## config.mk

```make
export PLATFORM = sky130hd
export DESIGN_NAME = dlfloat_operand_loader
export DESIGN_NICKNAME = d
export VERILOG_FILES = /design/src/rtl/dlfloat_pkg.sv /design/src/rtl/dlfloat_op_fifo.sv /design/src/rtl/dlfloat_operand_loader.sv
export SDC_FILE = /design/constraint.sdc
export NUM_CORES = 1
export LEC_CHECK = 0
export BUFFER_PORTS_ARGS = -buffer_cell sky130_fd_sc_hd__buf_2
export CAP_MARGIN = 0
export CORE_ASPECT_RATIO = 0.9
export CORE_UTILIZATION = 40
export CTS_CLUSTER_SIZE = 8
export DETAILED_ROUTE_END_ITERATION = 10
export PLACE_DENSITY = 0.57
export SETUP_SLACK_MARGIN = 0.15
export SYNTH_ARGS = -nofsm -noshare
export SYNTH_HDL_FRONTEND = slang
export SYNTH_SLANG_ARGS = --single-unit
export TNS_END_PERCENT = 5
```

## constraint.sdc

```tcl
create_clock -name clk -period 6.3 [get_ports clk]
set_input_delay 0.315 -clock clk [delete_from_list [all_inputs] [get_ports clk]]
set_output_delay 0.315 -clock clk [all_outputs]
set_load 0.1 [all_outputs]
```

## src/rtl/dlfloat_pkg.sv

```systemverilog
`default_nettype none
// ============================================================================
//  Module      : dlfloat_pkg
//  Description : Shared DLFloat16 constants, loader FSM encodings and the
//                operand sanitiser helper.
//  Revision    : 1.0  initial release
// ============================================================================
package dlfloat_pkg;

    localparam int DLF_W     = 16;
    localparam int DLF_EXP_W = 6;
    localparam int DLF_MAN_W = 9;

    localparam logic [DLF_W-1:0]     DLF_ZERO    = 16'h0000;
    localparam logic [DLF_W-1:0]     DLF_INF     = 16'hFFFF;
    localparam logic [DLF_EXP_W-1:0] DLF_EXP_MAX = 6'd63;

    typedef enum logic [1:0] {
        A_LO = 2'd0,
        A_HI = 2'd1,
        B_LO = 2'd2,
        B_HI = 2'd3
    } loader_state_t;

    // Subnormals flush to a signless zero; any non-canonical max-exponent
    // encoding collapses onto the single inf/NaN code.
    function automatic logic [DLF_W-1:0] dlf_sanitise(input logic [DLF_W-1:0] v);
        logic [DLF_EXP_W-1:0] e;
        logic [DLF_MAN_W-1:0] m;
        e = v[DLF_W-2 -: DLF_EXP_W];
        m = v[DLF_MAN_W-1:0];
        if (e == '0 && m != '0) begin
            return DLF_ZERO;
        end
        if (e == DLF_EXP_MAX && v != DLF_INF) begin
            return DLF_INF;
        end
        return v;
    endfunction

endpackage
`default_nettype wire

```

## src/rtl/dlfloat_op_fifo.sv

```systemverilog
`default_nettype none
// ============================================================================
//  Module      : dlfloat_op_fifo
//  Description : Synchronous FIFO with a registered head-entry output,
//                occupancy counter and full/empty flags.
//  Revision    : 1.0  initial release
// ============================================================================
module dlfloat_op_fifo #(
    parameter int DEPTH = 4,
    parameter int WIDTH = 33,
    parameter int CNT_W = $clog2(DEPTH) + 1
) (
    input  logic             clk,
    input  logic             rst_n,
    input  logic             push,
    input  logic [WIDTH-1:0] din,
    input  logic             pop,
    output logic [WIDTH-1:0] dout,
    output logic [CNT_W-1:0] count,
    output logic             full,
    output logic             empty
);

    localparam int PTR_W = $clog2(DEPTH);

    logic [WIDTH-1:0] r_mem [DEPTH];
    logic [PTR_W-1:0] r_wr_ptr;
    logic [PTR_W-1:0] r_rd_ptr;
    logic [CNT_W-1:0] r_count;
    logic [WIDTH-1:0] r_dout;

    logic             w_push;
    logic             w_pop;
    logic [PTR_W-1:0] w_wr_ptr_nxt;
    logic [PTR_W-1:0] w_rd_ptr_nxt;
    logic [CNT_W-1:0] w_count_nxt;
    logic [WIDTH-1:0] w_head_nxt;

    assign full  = (r_count == CNT_W'(DEPTH));
    assign empty = (r_count == '0);
    assign count = r_count;
    assign dout  = r_dout;

    assign w_push = push & ~full;
    assign w_pop  = pop & ~empty;

    assign w_wr_ptr_nxt = w_push ? r_wr_ptr + PTR_W'(1) : r_wr_ptr;
    assign w_rd_ptr_nxt = w_pop  ? r_rd_ptr + PTR_W'(1) : r_rd_ptr;

    always_comb begin
        w_count_nxt = r_count;
        case ({w_push, w_pop})
            2'b10:   w_count_nxt = r_count + CNT_W'(1);
            2'b01:   w_count_nxt = r_count - CNT_W'(1);
            default: w_count_nxt = r_count;
        endcase
    end

    // The next head comes straight from din when it lands in the slot the
    // read pointer is about to point at; otherwise from storage.
    assign w_head_nxt = (w_push && (r_wr_ptr == w_rd_ptr_nxt)) ? din : r_mem[w_rd_ptr_nxt];

    always_ff @(posedge clk) begin
        if (w_push) begin
            r_mem[r_wr_ptr] <= din;
        end
    end

    always_ff @(posedge clk) begin
        if (!rst_n) begin
            r_wr_ptr <= '0;
            r_rd_ptr <= '0;
            r_count  <= '0;
            r_dout   <= '0;
        end else begin
            r_wr_ptr <= w_wr_ptr_nxt;
            r_rd_ptr <= w_rd_ptr_nxt;
            r_count  <= w_count_nxt;
            if (w_count_nxt != '0) begin
                r_dout <= w_head_nxt;
            end
        end
    end

endmodule
`default_nettype wire

```

## src/rtl/dlfloat_operand_loader.sv

```systemverilog
`default_nettype none
// ============================================================================
//  Module      : dlfloat_operand_loader
//  Description : Assembles byte-serial DLFloat16 operand pairs and queues them
//                for the MAC. Define DLF_OPERAND_CHECK_EN to sanitise operands.
//  Revision    : 1.0  initial release
// ============================================================================
module dlfloat_operand_loader
    import dlfloat_pkg::*;
#(
    parameter int DEPTH = 4,
    parameter int CNT_W = $clog2(DEPTH) + 1
) (
    input  logic             clk,
    input  logic             rst_n,
    input  logic [7:0]       byte_in,
    input  logic             byte_valid,
    input  logic             byte_last,
    output logic             byte_ready,
    input  logic             abort,
    output logic [15:0]      op_a,
    output logic [15:0]      op_b,
    output logic             op_last,
    output logic             op_valid,
    input  logic             op_ready,
    output logic [CNT_W-1:0] fifo_count,
    output logic             chk_flag
);

    localparam int ENTRY_W = 2 * DLF_W + 1;

    loader_state_t      r_state;
    loader_state_t      w_state_nxt;
    logic [DLF_W-1:0]   r_a;
    logic [7:0]         r_b_lo;

    logic               w_xfer;
    logic               w_push;
    logic               w_full;
    logic               w_empty;
    logic [DLF_W-1:0]   w_raw_b;
    logic [DLF_W-1:0]   w_op_a;
    logic [DLF_W-1:0]   w_op_b;
    logic [ENTRY_W-1:0] w_din;
    logic [ENTRY_W-1:0] w_dout;

    // Depends only on registered state so op_ready never reaches byte_ready.
    assign byte_ready = (r_state != B_HI) | ~w_full;

    assign w_xfer  = byte_valid & byte_ready & ~abort;
    assign w_push  = w_xfer & (r_state == B_HI);
    assign w_raw_b = {byte_in, r_b_lo};

    always_comb begin
        w_state_nxt = r_state;
        if (abort) begin
            w_state_nxt = A_LO;
        end else if (w_xfer) begin
            case (r_state)
                A_LO:    w_state_nxt = A_HI;
                A_HI:    w_state_nxt = B_LO;
                B_LO:    w_state_nxt = B_HI;
                B_HI:    w_state_nxt = A_LO;
                default: w_state_nxt = A_LO;
            endcase
        end
    end

    always_ff @(posedge clk) begin
        if (!rst_n) begin
            r_state <= A_LO;
            r_a     <= '0;
            r_b_lo  <= '0;
        end else begin
            r_state <= w_state_nxt;
            if (w_xfer) begin
                case (r_state)
                    A_LO:    r_a[7:0]  <= byte_in;
                    A_HI:    r_a[15:8] <= byte_in;
                    B_LO:    r_b_lo    <= byte_in;
                    default: ;
                endcase
            end
        end
    end

`ifdef DLF_OPERAND_CHECK_EN
    logic r_chk_flag;

    assign w_op_a   = dlf_sanitise(r_a);
    assign w_op_b   = dlf_sanitise(w_raw_b);
    assign chk_flag = r_chk_flag;

    always_ff @(posedge clk) begin
        if (!rst_n) begin
            r_chk_flag <= 1'b0;
        end else if (w_push && ((w_op_a != r_a) || (w_op_b != w_raw_b))) begin
            r_chk_flag <= 1'b1;
        end
    end
`else
    assign w_op_a   = r_a;
    assign w_op_b   = w_raw_b;
    assign chk_flag = 1'b0;
`endif

    assign w_din = {w_op_a, w_op_b, byte_last};

    dlfloat_op_fifo #(
        .DEPTH (DEPTH),
        .WIDTH (ENTRY_W),
        .CNT_W (CNT_W)
    ) u_fifo (
        .clk   (clk),
        .rst_n (rst_n),
        .push  (w_push),
        .din   (w_din),
        .pop   (op_ready),
        .dout  (w_dout),
        .count (fifo_count),
        .full  (w_full),
        .empty (w_empty)
    );

    assign op_valid = ~w_empty;
    assign op_a     = w_dout[ENTRY_W-1 -: DLF_W];
    assign op_b     = w_dout[DLF_W:1];
    assign op_last  = w_dout[0];

endmodule
`default_nettype wire
```

==> impl_metrics.toml, run 1 <==
[run_status]
run_status = "finished clean"

[cts]
numCtsBuffers = 17
insertion_delay_ns = 0.43
cts_root_buffer = "clkbuf_16"
cts_setup_buffers = 0
cts_sinks = 198
cts-htree-levels = 4
ctsHoldBuffers = 0
cts_buffer_depth = 2
cts_tree = "done"
path_clk_slew_ns = 0.06
cts_resized = 0

[sta]
worst_pin_slew_ns = 0.981
rsz0062_at_grt = "false"
period_share_pct = 59.7
clock_skew_ns = 0.0105
slew_viol_final = 0
finalSetupViolations = 0
slew-limit-headroom_pct = 34.5
max_clock_freq_mhz = 266
final.setup.tns_ns = 0
finalHoldViolations = 0
fin_crit_ns = 3.76

[worst_setup_path]
slowest_stage = "a21oi_2"
crit_chain = "ha_1, nand3b_1, a21oi_1, inv_1, ha_1, inv_1, fa_1, nand2_1, o21ai_1, a21oi_2, buf_4, o21ai_1, o21ai_1"
critical_path.top_delay_family = "compound AO/OA/AOI/OAI gates"
cpPeakStageDelay_ns = 0.63
cp-end-kind = "flip-flop"
reg2reg_depth = 13
crit_required_ns = 6.66
start_kind = "flip-flop"
cp_num_buf_inv = 3
cp_max_fo = 21
cp.depth = 13
worst-setup-path-type = "reg -> reg"
crit_top_cell = "o21ai_1"
worstPathArrival_ns = 4.12

[global_route]
antenna_found_initial = 0
grt_pass1_vias = 5792
grt_max_degree = 59
grt_pass1_wl_mm = 31.1
grt.total_usage_pct = 17.8
overflow = 0

[drt]
wl_per_cell_um = 19.1
drc = 0
totalWireLength_mm = 19.9
dr_total_vias = 5536
vias_per_cell = 5.32
antenna_left = 0
drt_iter0_markers = 244
dr.pass1.iters = 5

[finish]
nFillCells = 2048
seq_area_mm2 = 0.00529
nets = 755
multiInputGateArea_mm2 = 0.00352
n_antenna_cell = 0
post_route_cells_drive_above_1_share_pct = 16.8
final_common_cell = "edfxtp_1"
area_delta_synth_final_pct = 10.3
layout_common_cells = "132 x edfxtp_1, 126 x mux2i_1, 71 x nand2_1"

[synthesis]
seq_area_frac_synth_pct = 57.8
netlist_area_mm2 = 0.00915
yosys_register_bits = 198
postSynthAreaPerCell_um2 = 13.1
ys_types = 40
synth_ff_type = "edfxtp_1"
synthCells = 696
ys_async_sr_fraction_pct = 0
synth-edff-count = 132
syn_nets = 721
ys_warn_count = 0

[flow_run]
cap_violations = 0

[power]
ir_drop_v = 0.000161
leakagePower_nw = 3.95
power.density_mw_per_mm2 = 239
power_w = 0.00241

[worst_hold_path]
holdPathStages = 1
hold_class = "in -> reg"

[place]
port_buffers = 51
hpwl_mm = 11.7
place.gp.congestion = 0.715

[floorplanning]
die_y_um = 145
core_mm2 = 0.0224
num_rows = 52
fp.dieArea_mm2 = 0.0235
floorplan.initialDensity_pct = 40.8
die_x_um = 161
ios = 53
through the flow:
step / cell area, um^2 / setup WS [ns] / util (%) / hold WS, ns / instances
4_1_cts: 10100 / 2.48 / 44.9 / 0.114 / 1040
5_1_grt: 10100 / 2.24 / 44.9 / 0.123 / 1040
3_3_place_gp: 9560 / 2.67 / 42.6 / 0.438 / 1008
3_5_place_dp: 9560 / 2.51 / 42.6 / 0.440 / 1008
2_1_floorplan: 9150 / 2.84 / - / 0.414 / 696
6_report: 10100 / 2.54 / 44.9 / 0.126 / 1040
power breakdown:
part,internal [W],switching (W),total (W)
registers,0.00138,0.00000540,0.00138
clock network,0.000552,0.000433,0.000985
logic,0.00000854,0.0000308,0.0000394
total,0.00194,0.000469,0.00241
path summary, 6_finish.rpt:
kind	to	start	slack, ns
setup / recovery	u_fifo.dout[21]	r_state[0]	2.54
hold / removal	u_fifo.r_mem[1][0]	byte_last	0.13
setup reg to reg	u_fifo.dout[21]	r_state[0]	2.54
hold reg to reg	u_fifo.dout[14]	u_fifo.dout[14]	0.45
cell usage after synthesis, drive strengths merged, types with 2 or more instances:
master  number  area [um^2]
o21ai       64          324
nand2       71          267
nor2        12         45.0
xor2         3         26.3
edfxtp     132         3960
xnor2        4         35.0
ha          10          125
nand3       29          145
o31ai        2         28.8
and2        37          231
a21oi       30          150
inv         10         37.5
buf         21          215
or3          2         12.5
clkbuf      27          101
a211oi       2         15.0
a22o         2         17.5
mux4        31          698
and3         3         18.8
dfxtp       66         1320
o311ai       2         17.5
mux2i      126         1260
routing by layer:
layer  GRT usage [%]  routed length (um)  share of wire [%]
met1            22.0                8670                 44
met5               0                   0                  0
met2            30.7               10100                 51
met4            5.66                 202                1.0
met3            4.19                 908                4.6
cell families after synthesis:
group / share of synthesized area (%)
compound gates: 6.30
xor+xnor: 0.670
fa+ha+maj: 1.59
buf+inv: 3.87
flops: 57.8
mux: 21.6
other cells: 0.0410
simple gates: 8.19
flip-flops by register name, summed over array words and instances, names as in the netlist:
signal / count
r_a: 16
r_state: 2
u_fifo.count: 3
u_fifo.dout: 33
u_fifo.r_mem: 132
r_b_lo: 8
u_fifo.r_wr_ptr: 2
u_fifo.r_rd_ptr: 2
area by class of cell:
type,instances,area share [%]
clock inverter,6,0.546
clock buffer,26,4.65
tap,297,3.68
inverter,10,0.372
sequential,198,52.4
timing repair buffer,63,3.42
multi-input combinational,440,34.9
Power figures use the tool's default switching activity.
==> run 2, diff against run 1 <==
==> constraint.sdc (replaced) <==
create_clock -name clk -period 3.6 [get_ports clk]
set_input_delay 0.18 -clock clk [delete_from_list [all_inputs] [get_ports clk]]
set_output_delay 0.18 -clock clk [all_outputs]
set_load 0.1 [all_outputs]
==> impl_metrics.toml, run 2 (synthesis gave the netlist of run 1 again) <==
[cts]
numCtsBuffers = 17
cts-htree-levels = 4
cts_sinks = 198
path_clk_slew_ns = 0.07
cts_root_buffer = "clkbuf_16"
insertion_delay_ns = 0.43
cts_resized = 0
cts_buffer_depth = 2
cts_tree = "done"

[global_route]
use_met2_pct = 30.3
antenna_found_initial = 0
grt.total_usage_pct = 18.3
top_usage_layer = "met2"
grt_pass1_wl_mm = 32.2
grt_pass1_vias = 5860
grt_max_degree = 70
grt_util_met1_pct = 24.4
grtUsageMet3_pct = 3.76
overflow = 0

[sta]
worst_pin_slew_ns = 0.794
finalSetupViolations = 0
slew_viol_final = 0
fin_crit_ns = 2.93
fin_ws_ns = 0.674
period_share_pct = 81.3
final.setup.tns_ns = 0
max_clock_freq_mhz = 342
slew-limit-headroom_pct = 47.0
finalHoldViolations = 0
rsz0062_at_grt = "false"
clock_skew_ns = 0.00816

[finish]
nets = 760
layout_common_cells = "132 x edfxtp_1, 126 x mux2i_1, 71 x nand2_1"
area_delta_synth_final_pct = 11.1
final_common_cell = "edfxtp_1"
n_antenna_cell = 0
post_route_cells_drive_above_1_share_pct = 18.2
fin_cells = 1045
largest_register_ffs = 132
nFillCells = 2045
regMostFlops = "u_fifo.r_mem"

[place]
dp_cells = 1012
place_ws_ns = 0.694
port_buffers = 51
hpwl_mm = 11.7
place.gp.congestion = 0.703

[power]
power_switching_share_pct = 20.7
clock_power_share_pct = 41.4
leakagePower_nw = 4.00
seqPwrFrac_pct = 56.9
power_frac_comb_pct = 1.7
power.density_mw_per_mm2 = 419
ir_drop_v = 0.000305
p_switching_w = 0.000882
intPower_w = 0.00337

[worst_setup_path]
worst-setup-path-type = "reg -> reg"
cp-end-kind = "flip-flop"
start_kind = "flip-flop"
cp_max_fo = 33
crit_required_ns = 3.97
worstPathArrival_ns = 3.30

[flow_run]
cap_violations = 0

[floorplanning]
die_y_um = 145
fp.dieArea_mm2 = 0.0235
core_mm2 = 0.0224
num_rows = 52
ios = 53
die_x_um = 161
floorplan.initialDensity_pct = 40.8

[drt]
drc = 0
dr_total_vias = 5610
vias_per_cell = 5.37
drt_iter0_markers = 405
wl_per_cell_um = 19.4
dr.pass1.iters = 5
totalWireLength_mm = 20.3
antenna_left = 0

[run_status]
run_status = "finished clean"

[worst_hold_path]
hold_class = "in -> reg"
## run 2: cell types whose count changed in the layout (fill, tap and decap cells not counted), sizes merged
cell,delta
clkbuf,-8
dlygate4sd3,+1
inv,+2
clkinvlp,+3
clkinv,+3
buf,+4
## run 2: power by group through the flow
stage               Combinational, W  Clock (W)  Sequential (W)
floorplan                  0.0000354          0         0.00247
global placement           0.0000714          0         0.00247
detailed placement         0.0000731          0         0.00247
CTS                        0.0000742    0.00180         0.00242
global route               0.0000806    0.00190         0.00242
finish                     0.0000743    0.00176         0.00242
## run 2: cell type report
type                    instances  area, um^2  share of cell area, %
clock buffers                  18         429                   4.22
inverters                      10        37.5                  0.369
well taps                     297         372                   3.65
clock inverters                14         109                   1.07
flip-flops and latches        198        5290                   52.0
multi-input cells             440        3520                   34.6
repair buffers                 68         410                   4.04
## run 2: worst paths after layout
check	start	depth (start not counted)	slack, ns	end
setup / recovery	r_state[0]	14	0.67	u_fifo.dout[17]
hold reg to reg	u_fifo.dout[21]	2	0.44	u_fifo.dout[21]
setup reg to reg	r_state[0]	14	0.67	u_fifo.dout[17]
hold / removal	rst_n	2	0.03	u_fifo.r_rd_ptr[0]
## run 2: per-stage QoR
step / total power [W] / hold WS [ns] / util [%] / cell area [um^2]
after floorplan: 0.00251 / 0.279 / - / 9150
after global placement: 0.00254 / 0.423 / 42.9 / 9620
after detailed placement: 0.00255 / 0.439 / 42.9 / 9620
after CTS: 0.00429 / 0.00179 / 45.3 / 10200
after global routing: 0.00440 / 0.00269 / 45.3 / 10200
final: 0.00426 / 0.0253 / 45.3 / 10200
## run 2: metal layers
| metal | vias up | share of wire, % |
|---|---|---|
| met5 | - | 0 |
| met1 | 2834 | 47 |
| met4 | 0 | 0.99 |
| met2 | 105 | 48 |
| li1 | 2656 | - |
| met3 | 15 | 3.9 |
## run 2: repair_timing
item                                    CTS  global route
hold buffers                              1             0
setup buffers                             0             0
endpoints found under the setup margin    0             0
endpoints found under the hold margin     4             0
## run 2: worst max-delay path: stages, from the launching register on
cell and delay (ns):
dfxtp_1 0.34, ha_1 0.22, nand3b_1 0.09, a21oi_1 0.04
buf_4 0.18, inv_1 0.06, ha_1 0.16, inv_1 0.06
fa_1 0.37, xor2_1 0.14, nor2_1 0.07, xnor2_1 0.27
and3_1 0.21, buf_4 0.43, a22o_1 0.22
